File: src/rtl/fetch_pkg.sv
// Shared definitions for the instruction fetch queue: FSM states,
// default bus widths and queue sizing helpers.
package fetch_pkg;

  localparam int ADDR_W_DEF  = 32;
  localparam int DATA_W_DEF  = 32;
  localparam int ENTRY_W_DEF = ADDR_W_DEF + DATA_W_DEF;

  // Memory handshake states: IDLE may accept a PC, WAIT has a live fetch,
  // DRAIN has a fetch whose result will be thrown away after a flush.
  typedef enum logic [1:0] {
    IDLE  = 2'd0,
    WAIT  = 2'd1,
    DRAIN = 2'd2
  } fetch_state_e;

  // Occupancy counter width: must be able to hold DEPTH itself.
  function automatic int cnt_width(input int depth);
    return $clog2(depth) + 1;
  endfunction

endpackage

File: src/rtl/instr_fetch_queue_if.sv
// Bundle of the PC-side, memory-side and decode-side signals of the fetch
// queue. The slave modport is the fetch block; master is its environment.
interface instr_fetch_queue_if #(
  parameter int ADDR_W = fetch_pkg::ADDR_W_DEF,
  parameter int DATA_W = fetch_pkg::DATA_W_DEF,
  parameter int DEPTH  = 4
);
  import fetch_pkg::*;

  localparam int CNT_W = cnt_width(DEPTH);

  // PC stage
  logic [ADDR_W-1:0] pc_in;
  logic              pc_valid;
  logic              pc_ready;
  // Instruction memory
  logic              imem_req;
  logic [ADDR_W-1:0] imem_addr;
  logic              imem_ack;
  logic [DATA_W-1:0] imem_rdata;
  // Redirect
  logic              flush;
  // Decode stage
  logic              if_valid;
  logic [ADDR_W-1:0] if_pc;
  logic [DATA_W-1:0] if_instr;
  logic              if_ready;
  logic [CNT_W-1:0]  count;

  modport slave (
    input  pc_in, pc_valid, imem_ack, imem_rdata, flush, if_ready,
    output pc_ready, imem_req, imem_addr, if_valid, if_pc, if_instr, count
  );

  modport master (
    output pc_in, pc_valid, imem_ack, imem_rdata, flush, if_ready,
    input  pc_ready, imem_req, imem_addr, if_valid, if_pc, if_instr, count
  );

endinterface

File: src/rtl/fetch_fifo.sv
// Small synchronous FIFO of {pc, instr} entries with a synchronous clear.
// Reads are combinational from the head slot so decode sees the entry in the
// same cycle if_valid rises; an empty queue presents all-zero data.
module fetch_fifo
  import fetch_pkg::*;
#(
  parameter int WIDTH = ENTRY_W_DEF,
  parameter int DEPTH = 4
) (
  input  logic                        clk,
  input  logic                        rst,
  input  logic                        clear_i,
  input  logic                        push_i,
  input  logic [WIDTH-1:0]            wdata_i,
  input  logic                        pop_i,
  output logic [WIDTH-1:0]            rdata_o,
  output logic                        valid_o,
  output logic                        full_o,
  output logic [cnt_width(DEPTH)-1:0] count_o
);

  localparam int PTR_W = $clog2(DEPTH);
  localparam int CNT_W = cnt_width(DEPTH);
  localparam logic [CNT_W-1:0] DEPTH_CNT = CNT_W'(DEPTH);

  logic [WIDTH-1:0] mem_q [DEPTH];
  logic [PTR_W-1:0] wr_ptr_q, wr_ptr_d;
  logic [PTR_W-1:0] rd_ptr_q, rd_ptr_d;
  logic [CNT_W-1:0] count_q, count_d;
  logic             push_en;
  logic             pop_en;

  assign valid_o = (count_q != '0);
  assign full_o  = (count_q == DEPTH_CNT);
  assign count_o = count_q;
  assign rdata_o = valid_o ? mem_q[rd_ptr_q] : '0;

  // Clear wins over both push and pop; a push into a full queue is refused.
  assign push_en = push_i && !clear_i && !full_o;
  assign pop_en  = pop_i && valid_o && !clear_i;

  // Next-state pointers and occupancy; pointers wrap naturally at DEPTH.
  always_comb begin
    wr_ptr_d = wr_ptr_q;
    rd_ptr_d = rd_ptr_q;
    count_d  = count_q;
    if (clear_i) begin
      wr_ptr_d = '0;
      rd_ptr_d = '0;
      count_d  = '0;
    end else begin
      if (push_en) wr_ptr_d = wr_ptr_q + 1'b1;
      if (pop_en)  rd_ptr_d = rd_ptr_q + 1'b1;
      case ({push_en, pop_en})
        2'b10:   count_d = count_q + 1'b1;
        2'b01:   count_d = count_q - 1'b1;
        default: count_d = count_q;
      endcase
    end
  end

  // Pointer and count registers.
  always_ff @(posedge clk or posedge rst) begin
    if (rst) begin
      wr_ptr_q <= '0;
      rd_ptr_q <= '0;
      count_q  <= '0;
    end else begin
      wr_ptr_q <= wr_ptr_d;
      rd_ptr_q <= rd_ptr_d;
      count_q  <= count_d;
    end
  end

  // Entry storage; contents need no reset because count gates visibility.
  always_ff @(posedge clk) begin
    if (push_en) mem_q[wr_ptr_q] <= wdata_i;
  end

endmodule

File: src/rtl/instr_fetch_queue.sv
// Fetch stage: accepts PCs, runs a single-outstanding instruction memory
// request and queues the returned {pc, instr} pairs for decode. A flush
// empties the queue; a fetch already in flight is allowed to complete and
// its data is discarded, since the memory handshake cannot be aborted.
module instr_fetch_queue
  import fetch_pkg::*;
#(
  parameter int ADDR_W = ADDR_W_DEF,
  parameter int DATA_W = DATA_W_DEF,
  parameter int DEPTH  = 4
) (
  input logic                 CLK,
  input logic                 MasterReset,
  instr_fetch_queue_if.slave  bus
);

  localparam int ENTRY_W = ADDR_W + DATA_W;
  localparam int CNT_W   = cnt_width(DEPTH);

  fetch_state_e      state_q;
  logic              imem_req_q;
  logic [ADDR_W-1:0] imem_addr_q;

  logic               pc_ready;
  logic               accept;
  logic               push;
  logic               pop;
  logic               fifo_full;
  logic               head_valid;
  logic [ENTRY_W-1:0] head;
  logic [CNT_W-1:0]   fifo_count;

  // A PC is only taken in IDLE with a free slot; that slot stays reserved
  // for the fetch because only pops can change the count until it returns.
  assign pc_ready = (state_q == IDLE) && !fifo_full && !bus.flush;
  assign accept   = bus.pc_valid && pc_ready;
  assign push     = (state_q == WAIT) && bus.imem_ack && !bus.flush;
  assign pop      = head_valid && bus.if_ready;

  // Memory handshake FSM; request and address are registered outputs.
  always_ff @(posedge CLK or posedge MasterReset) begin
    if (MasterReset) begin
      state_q     <= IDLE;
      imem_req_q  <= 1'b0;
      imem_addr_q <= '0;
    end else begin
      case (state_q)
        IDLE: begin
          if (accept) begin
            imem_addr_q <= bus.pc_in;
            imem_req_q  <= 1'b1;
            state_q     <= WAIT;
          end
        end
        WAIT: begin
          if (bus.imem_ack) begin
            imem_req_q <= 1'b0;
            state_q    <= IDLE;
          end else if (bus.flush) begin
            state_q <= DRAIN;
          end
        end
        DRAIN: begin
          if (bus.imem_ack) begin
            imem_req_q <= 1'b0;
            state_q    <= IDLE;
          end
        end
        default: begin
          imem_req_q <= 1'b0;
          state_q    <= IDLE;
        end
      endcase
    end
  end

  fetch_fifo #(
    .WIDTH (ENTRY_W),
    .DEPTH (DEPTH)
  ) u_fifo (
    .clk     (CLK),
    .rst     (MasterReset),
    .clear_i (bus.flush),
    .push_i  (push),
    .wdata_i ({imem_addr_q, bus.imem_rdata}),
    .pop_i   (pop),
    .rdata_o (head),
    .valid_o (head_valid),
    .full_o  (fifo_full),
    .count_o (fifo_count)
  );

  assign bus.pc_ready  = pc_ready;
  assign bus.imem_req  = imem_req_q;
  assign bus.imem_addr = imem_addr_q;
  assign bus.if_valid  = head_valid;
  assign bus.if_pc     = head[ENTRY_W-1:DATA_W];
  assign bus.if_instr  = head[DATA_W-1:0];
  assign bus.count     = fifo_count;

endmodule
File: src/flat_wrapper.sv
// flat-port wrapper written by rule: the top's interface ports become plain ports
module instr_fetch_queue_flat import fetch_pkg::*;
#(
  parameter int ADDR_W = ADDR_W_DEF,
  parameter int DATA_W = DATA_W_DEF,
  parameter int DEPTH  = 4
)
  (CLK, MasterReset, bus_pc_in, bus_pc_valid, bus_imem_ack, bus_imem_rdata, bus_flush, bus_if_ready, bus_pc_ready, bus_imem_req, bus_imem_addr, bus_if_valid, bus_if_pc, bus_if_instr, bus_count);
  instr_fetch_queue_if #(.ADDR_W(ADDR_W), .DATA_W(DATA_W), .DEPTH(DEPTH)) bus_i ();
  input logic CLK;
  input logic MasterReset;
  input wire logic [$bits(bus_i.pc_in)-1:0] bus_pc_in;
  input wire logic [$bits(bus_i.pc_valid)-1:0] bus_pc_valid;
  input wire logic [$bits(bus_i.imem_ack)-1:0] bus_imem_ack;
  input wire logic [$bits(bus_i.imem_rdata)-1:0] bus_imem_rdata;
  input wire logic [$bits(bus_i.flush)-1:0] bus_flush;
  input wire logic [$bits(bus_i.if_ready)-1:0] bus_if_ready;
  output wire logic [$bits(bus_i.pc_ready)-1:0] bus_pc_ready;
  output wire logic [$bits(bus_i.imem_req)-1:0] bus_imem_req;
  output wire logic [$bits(bus_i.imem_addr)-1:0] bus_imem_addr;
  output wire logic [$bits(bus_i.if_valid)-1:0] bus_if_valid;
  output wire logic [$bits(bus_i.if_pc)-1:0] bus_if_pc;
  output wire logic [$bits(bus_i.if_instr)-1:0] bus_if_instr;
  output wire logic [$bits(bus_i.count)-1:0] bus_count;
  assign bus_i.pc_in = bus_pc_in;
  assign bus_i.pc_valid = bus_pc_valid;
  assign bus_i.imem_ack = bus_imem_ack;
  assign bus_i.imem_rdata = bus_imem_rdata;
  assign bus_i.flush = bus_flush;
  assign bus_i.if_ready = bus_if_ready;
  assign bus_pc_ready = bus_i.pc_ready;
  assign bus_imem_req = bus_i.imem_req;
  assign bus_imem_addr = bus_i.imem_addr;
  assign bus_if_valid = bus_i.if_valid;
  assign bus_if_pc = bus_i.if_pc;
  assign bus_if_instr = bus_i.if_instr;
  assign bus_count = bus_i.count;
  instr_fetch_queue #(.ADDR_W(ADDR_W), .DATA_W(DATA_W), .DEPTH(DEPTH)) u_core (.CLK(CLK), .MasterReset(MasterReset), .bus(bus_i));
endmodule
File: config.mk
export PLATFORM = sky130hd
export DESIGN_NAME = instr_fetch_queue_flat
export DESIGN_NICKNAME = d
export VERILOG_FILES = /design/src/rtl/fetch_pkg.sv /design/src/rtl/instr_fetch_queue_if.sv /design/src/rtl/fetch_fifo.sv /design/src/rtl/instr_fetch_queue.sv /design/src/flat_wrapper.sv
export SDC_FILE = /design/constraint.sdc
export NUM_CORES = 1
export LEC_CHECK = 0
export BUFFER_PORTS_ARGS = -buffer_cell sky130_fd_sc_hd__buf_2
export CAP_MARGIN = 20
export CORE_ASPECT_RATIO = 1.5
export CORE_UTILIZATION = 30
export CTS_CLUSTER_SIZE = 14
export DETAILED_ROUTE_END_ITERATION = 16
export GPL_TIMING_DRIVEN = 0
export REMOVE_ABC_BUFFERS = 1
export SLEW_MARGIN = 20
export SYNTH_ARGS = -nofsm -noshare
export SYNTH_HDL_FRONTEND = slang
export SYNTH_HIERARCHICAL = 1
export SYNTH_SLANG_ARGS = --single-unit
File: constraint.sdc
create_clock -name CLK -period 4.14 [get_ports CLK]
set_clock_uncertainty 0.1 [all_clocks]
set_input_delay 0.621 -clock CLK [delete_from_list [all_inputs] [get_ports CLK]]
set_output_delay 0.621 -clock CLK [all_outputs]
set_load 0.01 [all_outputs]
==> results.py <==
metrics = {
    "setup_path": {
        "cp-start-kind": "register",
        "required_ns": 4.47,
        "cp_slowest_stage_delay_ns": 0.75,
        "slowest_stage": "or3_4",
        "critical_path_peak_fanout": 67,
        "endpoint_kind": "register",
        "crit_arrival_ns": 3.66,
        "worst_path_dominant_cell_family": "simple AND/OR/NAND/NOR gates",
        "critPathKind": "register to register",
        "cp_cell_sequence": "or3_4 > and2_1 > inv_1 > nor3_1 > fa_1 > nor2b_1 > a221oi_2 > nor4_1",
        "critPathBufInv": 1,
    },
    "global_route": {
        "grt_pass1_vias": 6281,
        "track_usage_pct": 12.3,
        "overflow": 0,
        "grt_max_degree": 68,
        "antenna_found_initial": 1,
        "grt_pass1_wl_microns": 37000,
    },
    "yosys": {
        "synth_area_sq_mm": 0.0118,
        "syn_inst": 567,
        "ys_seq_area_share_pct": 73.8,
        "synth_edf_count": 256,
        "async_reset_ff_share_pct": 14.1,
        "yosys.area.top_type": "edfxtp_1",
        "synth_area_leaders": "edfxtp_1 65%, mux4_2 12%, dfrtp_1 8.9%, and2_1 3.7%, mux2_4 3.3%",
        "synth_flop_cell": "edfxtp_1",
        "syn_area_per_cell_sq_um": 20.9,
        "netlist-cell-type-count": 45,
        "synth_top_area_share_pct": 64.9,
        "yosysWarnings": 6,
        "ys_ff_latch": 298,
    },
    "die": {
        "ios": 172,
        "rows": 88,
        "die_x_microns": 164,
        "floorplan.die_area_sq_mm": 0.0403,
        "core_region_area_sq_mm": 0.0386,
        "initial_core_util_pct": 30.6,
        "die_h_microns": 245,
    },
    "timing": {
        "hold_viol_final": 0,
        "rsz0062_at_grt": "no",
        "worst_pin_slew_ns": 0.819,
        "finalCritPeriodShare_pct": 80.5,
        "fmax_mhz": 300,
        "post-route-min-period_ns": 3.33,
        "max_slew_margin_pct": 45.4,
        "setup_viol": 0,
        "whs_ns": 0.178,
        "slew_viol_final": 0,
    },
    "final_layout": {
        "final_util_pct": 36.8,
        "final_common_cell": "edfxtp_1",
        "regArea_sq_mm": 0.00875,
        "syn_to_final_growth_pct": 20.2,
        "multiInputGateArea_sq_mm": 0.00283,
        "antenna_cells": 0,
        "drive_gt1_share_pct": 43.5,
        "nets": 829,
        "fill_cells": 3596,
        "final_cell_mix": "256 x edfxtp_1, 171 x buf_2, 66 x and2_1",
    },
    "routing": {
        "routedWlPerCell_microns": 19.4,
        "antenna_left": 0,
        "drt_first_pass_iters": 4,
        "wirelength_microns": 24600,
        "viasPerCell": 4.63,
        "drc": 0,
        "initialDrtViolationCount": 283,
        "vias": 5877,
    },
    "clock_tree": {
        "postCtsSetupRepairBufs": 0,
        "numCtsBuffers": 29,
        "cts_sinks": 298,
        "ctsResizeCount": 0,
        "clock-root-buffer": "clkbuf_16",
        "cts_tree": "yes",
        "clockBufferDepth": 3,
        "h-tree-depth": 1,
        "path_clk_slew_ns": 0.07,
        "insertion_delay_ns": 0.55,
    },
    "placement": {
        "portBuffers": 171,
        "gp_congestion": 0.695,
        "post-dp-hpwl_microns": 15000,
    },
    "flow_run": {
        "maxCapViolCount": 0,
    },
    "power_and_ir_drop": {
        "combPwrFrac_pct": 11.0,
        "p_leak_nw": 5.10,
        "irDropWorstVdd_mv": 0.338,
        "switchingPower_mw": 1.73,
        "p_per_area_mw_per_mm2": 506,
        "p_int_mw": 5.47,
        "pwr-share-clk_pct": 34.4,
        "p_sw_share_pct": 24.1,
        "seqPwrFrac_pct": 54.6,
    },
    "status": {
        "status": "complete, no violations",
    },
    "hold_path": {
        "hp-class": "input port to register",
    },
}
flip-flops by register name (all words and copies together) (netlist names):
name and count:
u_core/u_fifo/mem_q 256, u_core/u_fifo/rd_ptr_q 2, u_core/bus.imem_req 1, u_core/bus.imem_addr 32, u_core/u_fifo/wr_ptr_q 2, u_core/u_fifo/count_o 3, u_core/state_q 2
final timing paths:
kind	from	end	slack [ns]	depth (start not counted)
worst max-delay path	u_core/u_fifo/count_o[1]	u_core/u_fifo/count_o[1]	0.81	8
min in group asynchronous	MasterReset	u_core/u_fifo/wr_ptr_q[0]	0.47	3
worst min-delay path	bus_imem_rdata[7]	u_core/u_fifo/mem_q[3][7]	0.18	1
max in group asynchronous	MasterReset	u_core/bus.imem_addr[25]	2.92	4
worst min register to register	u_core/bus.imem_req	u_core/bus.imem_req	0.43	2
worst max register to register	u_core/u_fifo/count_o[1]	u_core/u_fifo/count_o[1]	0.81	8
Yosys cell counts, types with 2 or more instances:
library cell / instances
dfrtp_1: 42
mux2_4: 26
buf_12: 3
buf_4: 3
ha_1: 7
nor2_1: 4
xor2_1: 2
nor3_1: 3
a21o_1: 2
a21oi_1: 8
o21ai_0: 4
clkbuf_1: 4
edfxtp_1: 256
mux4_2: 64
buf_6: 7
a221oi_2: 2
nand3_1: 3
nand2_1: 2
and2_1: 70
nand2b_1: 2
inv_1: 12
buf_2: 11
or3b_1: 2
mux2_2: 7
what timing repair did:
item,CTS,global route
endpoints found under the hold margin,23,0
endpoints found under the setup margin,0,0
hold buffers,1,0
logic make-up after synthesis:
kind of cell             synth area share [%]
flip-flops                               73.8
buffers and inverters                    2.41
XOR/XNOR                                0.148
AO/OA/AOI/OAI                            1.56
multiplexers                             16.2
AND/OR/NAND/NOR                          4.94
adder cells (fa/ha/maj)                 0.909
worst reg2reg max path, delay by kind of cell, from the launching register on:
kind	cells	cell delay, ns
simple gates	5	1.64
flops	1	0.59
buf+inv	1	0.15
compound gates	1	0.25
fa+ha+maj	1	0.49
power by group through the flow:
stage / Combinational (mW) / Sequential, mW / Clock [mW]
global placement: 0.785 / 3.98 / 0
CTS: 0.806 / 3.95 / 2.57
floorplan: 0.402 / 4.00 / 0
finish: 0.790 / 3.93 / 2.48
global route: 0.854 / 3.98 / 2.68
detailed placement: 0.802 / 4.01 / 0
metal layers:
layer  vias up  track usage [%]  share of wire [%]
met3        38             2.48                5.1
met4         2             3.79                2.1
li1       2615                -                  -
met5         -                0              0.053
met1      3083             15.6                 42
met2       139             20.9                 51
per-stage QoR:
step           power, mW  setup WS (ns)  cell area [sq um]  setup TNS [ns]  cells
4_1_cts             7.32          0.752              14200               0   1268
2_1_floorplan       4.40        -0.0148              11600          -0.947    537
3_3_place_gp        4.77          -1.61              13100         -461.21   1203
3_5_place_dp        4.81          0.685              13300               0   1214
6_report            7.20          0.809              14200               0   1268
5_1_grt             7.51          0.490              14200               0   1268
layout make-up:
type	count	area share, %
timing repair buffer	183	7.79
multi-input combinational	227	19.9
tap	495	4.35
clock buffer	41	5.70
sequential	298	61.4
clock inverter	12	0.545
inverter	12	0.316
Note: power is estimated with default switching activity, not from simulation.
